**config.mk**
```make
export PLATFORM = sky130hd
export DESIGN_NAME = task1_sbox_init
export DESIGN_NICKNAME = d
export VERILOG_FILES = /design/src/rtl/task1_sbox_init_if.sv /design/src/rtl/task1_sbox_init.sv
export SDC_FILE = /design/constraint.sdc
export NUM_CORES = 1
export LEC_CHECK = 0
export ABC_AREA = 1
export CAP_MARGIN = 5
export CELL_PAD_IN_SITES_DETAIL_PLACEMENT = 1
export CELL_PAD_IN_SITES_GLOBAL_PLACEMENT = 1
export CORE_MARGIN = 2
export CORE_UTILIZATION = 23
export DETAILED_ROUTE_END_ITERATION = 8
export PLACE_DENSITY_LB_ADDON = 0.1
export SYNTH_ARGS = -nofsm -noshare
export SYNTH_HDL_FRONTEND = slang
export SYNTH_HIERARCHICAL = 1
export SYNTH_SLANG_ARGS = --single-unit
```
**constraint.sdc**
```tcl
create_clock -name CLOCK_50 -period 1.17 [get_ports CLOCK_50]
set_input_delay 0.1755 -clock CLOCK_50 [delete_from_list [all_inputs] [get_ports CLOCK_50]]
set_output_delay 0.1755 -clock CLOCK_50 [all_outputs]
set_load 0.05 [all_outputs]
```
**src/rtl/task1_sbox_init_if.sv**
```systemverilog
// Init handshake and write bus shared by the top-level sequencer, the init block and the S-box RAM.
// The sequencer is the master (drives en); the init block is the slave (drives rdy and the write bus).
interface task1_sbox_init_if #(
    parameter int DATA_W = 8
);
    logic              en;
    logic              rdy;
    logic              wren;
    logic [7:0]        addr;
    logic [DATA_W-1:0] wrdata;

    modport master (output en, input rdy, wren, addr, wrdata);
    modport slave  (input en, output rdy, wren, addr, wrdata);
endinterface

```
**src/rtl/task1_sbox_init.sv**
```systemverilog
// RC4 S-box initialisation top level: fills a 256x8 RAM with s[i] = i once per reset, done flag on LEDR[0].
// Optional macro TASK1_HEX_DEBUG_EN shows the current fill address on HEX1:HEX0.

module task1_s_mem #(
    parameter int MEM_DEPTH = 256,
    parameter int DATA_W    = 8
) (
    input  logic [7:0]        address,
    input  logic              clock,
    input  logic [DATA_W-1:0] data,
    input  logic              wren,
    output logic [DATA_W-1:0] q
);
    logic [DATA_W-1:0] mem [MEM_DEPTH];

    always_ff @(posedge clock) begin
        if (wren) begin
            mem[address] <= data;
        end
        q <= mem[address];
    end
endmodule

module task1_init #(
    parameter int DATA_W = 8
) (
    input  logic              clk,
    input  logic              rst,
    input  logic              en,
    output logic              rdy,
    output logic [7:0]        addr,
    output logic [DATA_W-1:0] wrdata,
    output logic              wren
);
    typedef enum logic [1:0] {IDLE, FILL, DONE} state_t;

    state_t     state;
    state_t     state_nxt;
    logic [7:0] i;

    // i parks at 255 in DONE so the 255 -> 0 wrap never happens and the last address stays visible.
    always_ff @(posedge clk) begin
        if (rst) begin
            state <= IDLE;
            i     <= 8'd0;
        end else begin
            state <= state_nxt;
            if (state == FILL && i != 8'hFF) begin
                i <= i + 8'd1;
            end
        end
    end

    always_comb begin
        state_nxt = state;
        case (state)
            IDLE:    if (en) state_nxt = FILL;
            FILL:    if (i == 8'hFF) state_nxt = DONE;
            DONE:    state_nxt = DONE;
            default: state_nxt = IDLE;
        endcase
    end

    always_comb begin
        rdy  = 1'b1;
        wren = 1'b0;
        if (state == FILL) begin
            rdy  = 1'b0;
            wren = 1'b1;
        end
    end

    assign addr   = i;
    assign wrdata = DATA_W'(i);
endmodule

module task1_ctrl (
    input  logic  clk,
    input  logic  rst,
    task1_sbox_init_if.master bus,
    output logic  done
);
    logic fired;

    // A single en pulse per reset; done latches on the edge that commits the final (address 255) write.
    always_ff @(posedge clk) begin
        if (rst) begin
            fired  <= 1'b0;
            bus.en <= 1'b0;
            done   <= 1'b0;
        end else begin
            bus.en <= !fired && bus.rdy;
            if (bus.rdy) begin
                fired <= 1'b1;
            end
            if (bus.wren && bus.addr == 8'hFF) begin
                done <= 1'b1;
            end
        end
    end
endmodule

module task1_sbox_init #(
    parameter int MEM_DEPTH = 256,
    parameter int DATA_W    = 8
) (
    input  logic       CLOCK_50,
    input  logic [3:0] KEY,
    input  logic [9:0] SW,
    output logic [6:0] HEX0,
    output logic [6:0] HEX1,
    output logic [6:0] HEX2,
    output logic [6:0] HEX3,
    output logic [6:0] HEX4,
    output logic [6:0] HEX5,
    output logic [9:0] LEDR
);
    logic              rst;
    logic              done;
    logic [DATA_W-1:0] q;
    logic              unused_bits;

    assign rst = ~KEY[3];

    task1_sbox_init_if #(.DATA_W(DATA_W)) bus ();

    task1_ctrl ctrl (
        .clk  (CLOCK_50),
        .rst  (rst),
        .bus  (bus.master),
        .done (done)
    );

    task1_init #(.DATA_W(DATA_W)) pop (
        .clk    (CLOCK_50),
        .rst    (rst),
        .en     (bus.en),
        .rdy    (bus.rdy),
        .addr   (bus.addr),
        .wrdata (bus.wrdata),
        .wren   (bus.wren)
    );

    task1_s_mem #(.MEM_DEPTH(MEM_DEPTH), .DATA_W(DATA_W)) s (
        .address (bus.addr),
        .clock   (CLOCK_50),
        .data    (bus.wrdata),
        .wren    (bus.wren),
        .q       (q)
    );

    assign LEDR        = {9'd0, done};
    assign unused_bits = ^{KEY[2:0], SW, q};

`ifdef TASK1_HEX_DEBUG_EN
    // Active-low segments, bit 0 = a ... bit 6 = g.
    function automatic logic [6:0] hex_seg(input logic [3:0] v);
        case (v)
            4'h0: hex_seg = 7'h40;
            4'h1: hex_seg = 7'h79;
            4'h2: hex_seg = 7'h24;
            4'h3: hex_seg = 7'h30;
            4'h4: hex_seg = 7'h19;
            4'h5: hex_seg = 7'h12;
            4'h6: hex_seg = 7'h02;
            4'h7: hex_seg = 7'h78;
            4'h8: hex_seg = 7'h00;
            4'h9: hex_seg = 7'h10;
            4'hA: hex_seg = 7'h08;
            4'hB: hex_seg = 7'h03;
            4'hC: hex_seg = 7'h46;
            4'hD: hex_seg = 7'h21;
            4'hE: hex_seg = 7'h06;
            default: hex_seg = 7'h0E;
        endcase
    endfunction

    assign HEX0 = hex_seg(bus.addr[3:0]);
    assign HEX1 = hex_seg(bus.addr[7:4]);
`else
    assign HEX0 = 7'h7F;
    assign HEX1 = 7'h7F;
`endif
    assign HEX2 = 7'h7F;
    assign HEX3 = 7'h7F;
    assign HEX4 = 7'h7F;
    assign HEX5 = 7'h7F;
endmodule

```
==> impl_results.md <==
- Status: finished, violations left
- Failing checks: setup timing
- Final period util: 1.07
- Die area: 5400 µm²
- Crit path from: pop/addr[1]
- 1st-pass router iterations: 3
- Pre-CTS WS: -0.0842 ns
- Sw power: 0.000965 W
- Total GRT Usage: 0.0896
- Crit start category: flop
- Num CTS Buffers: 3
- Multi-input gate area in the final layout: 682 µm²
- Worst reg2reg startpoint: pop/addr[1]
- Max rail drop VDD: 550 µV
- Port-buffer cells: 2
- Avg WL per Cell: 10.4 µm
- Sequential power share: 0.284
- Kind of cell adding the most delay to the critical path: simple AND/OR/NAND/NOR gates
- WP buf/inv: 0
- # clock sinks: 13
- Site row count: 25
- Starting DRC count in detailed routing: 18
- Fill cell instance count of the final layout: 610
- Max-Cap Viols: 0
- Pwr Total: 0.00204 W
- Largest net degree at the start of global routing: 8
- Post-Synthesis Cells: 155
- Largest stage delay, worst path: 0.36 ns
- Placement Cell Area: 1160 µm²
- Pint: 0.00108 W
- Most frequent cells in the layout: conb_1, nand2_1, buf_4
- Diode count: 0
- Logic pwr share: 0.510
- Syn-to-layout area delta: 18.4%
- Most used cell, CP: nand2_4
- Min-Delay Path Depth: 1
- Sw frac: 0.472
- CP Depth: 7
- Leak Pwr: 0.622 nW
- Die Y-Extent: 73.5 µm
- Gr busiest metal: met2
- Routed Antenna Nets: 0
- Final setup fails: 9
- Post-detailed-route DRC marker count: 0
- Met3 Track Usage GR: 0.0123
- Initial antenna violation count: 0
- Clock share of power: 0.206
- WP data required: 1.33 ns
- Total power divided by cell area: 1560 nW/µm²
- Die X-Extent: 73.5 µm
- Period minus WS final: 1.26 ns
- Placer Congestion: 0.707
- Yosys warns: 6
- CP max stage cell: dfxtp_4
- FMAX: 795 MHz
- Reg clk slew, reported paths: 0.06 ns
- HP Class: flop to flop
- Core box area: 4690 µm²
- Commonest non-fill, non-tap cell in the layout: conb_1
- Nature of the critical path endpoint: flop
- GRT overflow: 0
- Mapped Area: 1110 µm²
- Clk buf depth: 2
- Vias/cell: 3.62
- Final WL: 2.42 mm
- Hold Worst Slack: 0.431 ns
- Cell chain of the critical path: ha_4 -> nand2_4 -> nor2_4 -> nand2_4 -> nand2_8 -> nand3_1 -> a21oi_1
- Met2 usage: 0.158
- I/O pin cnt: 67
- Via count of the first global-routing pass: 774
- Met1 GRT Util: 0.109
- Post-route cell area: 1320 µm²
- Nets: 199
- Final setup margin: -0.0872 ns
- Fin. max-slew vios: 0
- Max H-tree Level: 1
- Worst skew pair latency: 0.25 ns
- FF+latch area: 267 µm²
- Initial core utilization: 0.237
- R2R cell count: 7
- Post-Syn Area per Cell: 7.17 µm²
- CTS tree: done
- Fin. Hold Viols: 0
- Fraction of layout cells with a size suffix above 1: 0.291
- Critical path class: flop to flop
- CP Max Fanout: 5
- RSZ-0062 raised after global routing: yes
- Hold Buf Count CTS: 0
- Worst EP arrival: 1.42 ns
- Clock skew: 0.00344 ns
- Detailed placer's ending HPWL: 1.84 mm
- First-pass GRT wire length: 3.71 mm
- HP Start: ctrl/fired
- Clock root buffer: clkbuf_8
- Via Count: 843
==> stage by stage <==
stage | setup TNS (ns) | std cells | util
floorplan | 0 | 204 | -
global placement | -0.434 | 225 | 0.247
detailed placement | -0.494 | 225 | 0.247
CTS | -0.284 | 231 | 0.265
global route | -1.16 | 233 | 0.280
finish | -0.385 | 233 | 0.280
==> repair_timing <==
action / CTS / global route
gates resized for setup: 7 / 16
gates cloned: 1 / 0
endpoints found under the setup margin: 10 / 11
buffers inserted: 1 / 2
pin swaps: 7 / 11
==> final timing paths <==
| path | slack (ns) | end |
|---|---|---|
| worst max register to register | -0.09 | pop/state[1] |
| worst min register to register | 0.43 | ctrl/bus.en |
| worst min-delay path | 0.43 | ctrl/bus.en |
| worst max-delay path | -0.09 | pop/state[1] |
==> final cells by class <==
type                    count  area share
well taps                  54      0.0514
repair buffers             22       0.147
clock buffers               4      0.0343
multi-input cells         125       0.519
inverters                  15      0.0466
flip-flops and latches     13       0.203
==> metal layers <==
layer	wire length (µm)	vias up	part of all wire
li1	-	417	-
met1	1020	386	0.42
met2	1260	35	0.52
met3	103	5	0.043
met4	40	0	0.017
met5	0	-	0
==> flip-flops by register name (all words and copies together), names as in the netlist <==
| register | cells |
|---|---|
| pop/state | 2 |
| ctrl/fired | 1 |
| ctrl/done | 1 |
| pop/addr | 8 |
| ctrl/bus.en | 1 |
==> power groups by stage <==
stage / sequential, W / combinational [W] / clock [W]
final: 0.000582 / 0.00104 / 0.000421
after global routing: 0.000591 / 0.00112 / 0.000464
after CTS: 0.000574 / 0.000930 / 0.000445
after detailed placement: 0.000582 / 0.000889 / 0
after global placement: 0.000577 / 0.000876 / 0
after floorplan: 0.000588 / 0.000773 / 0
Power figures use the tool's default switching activity.
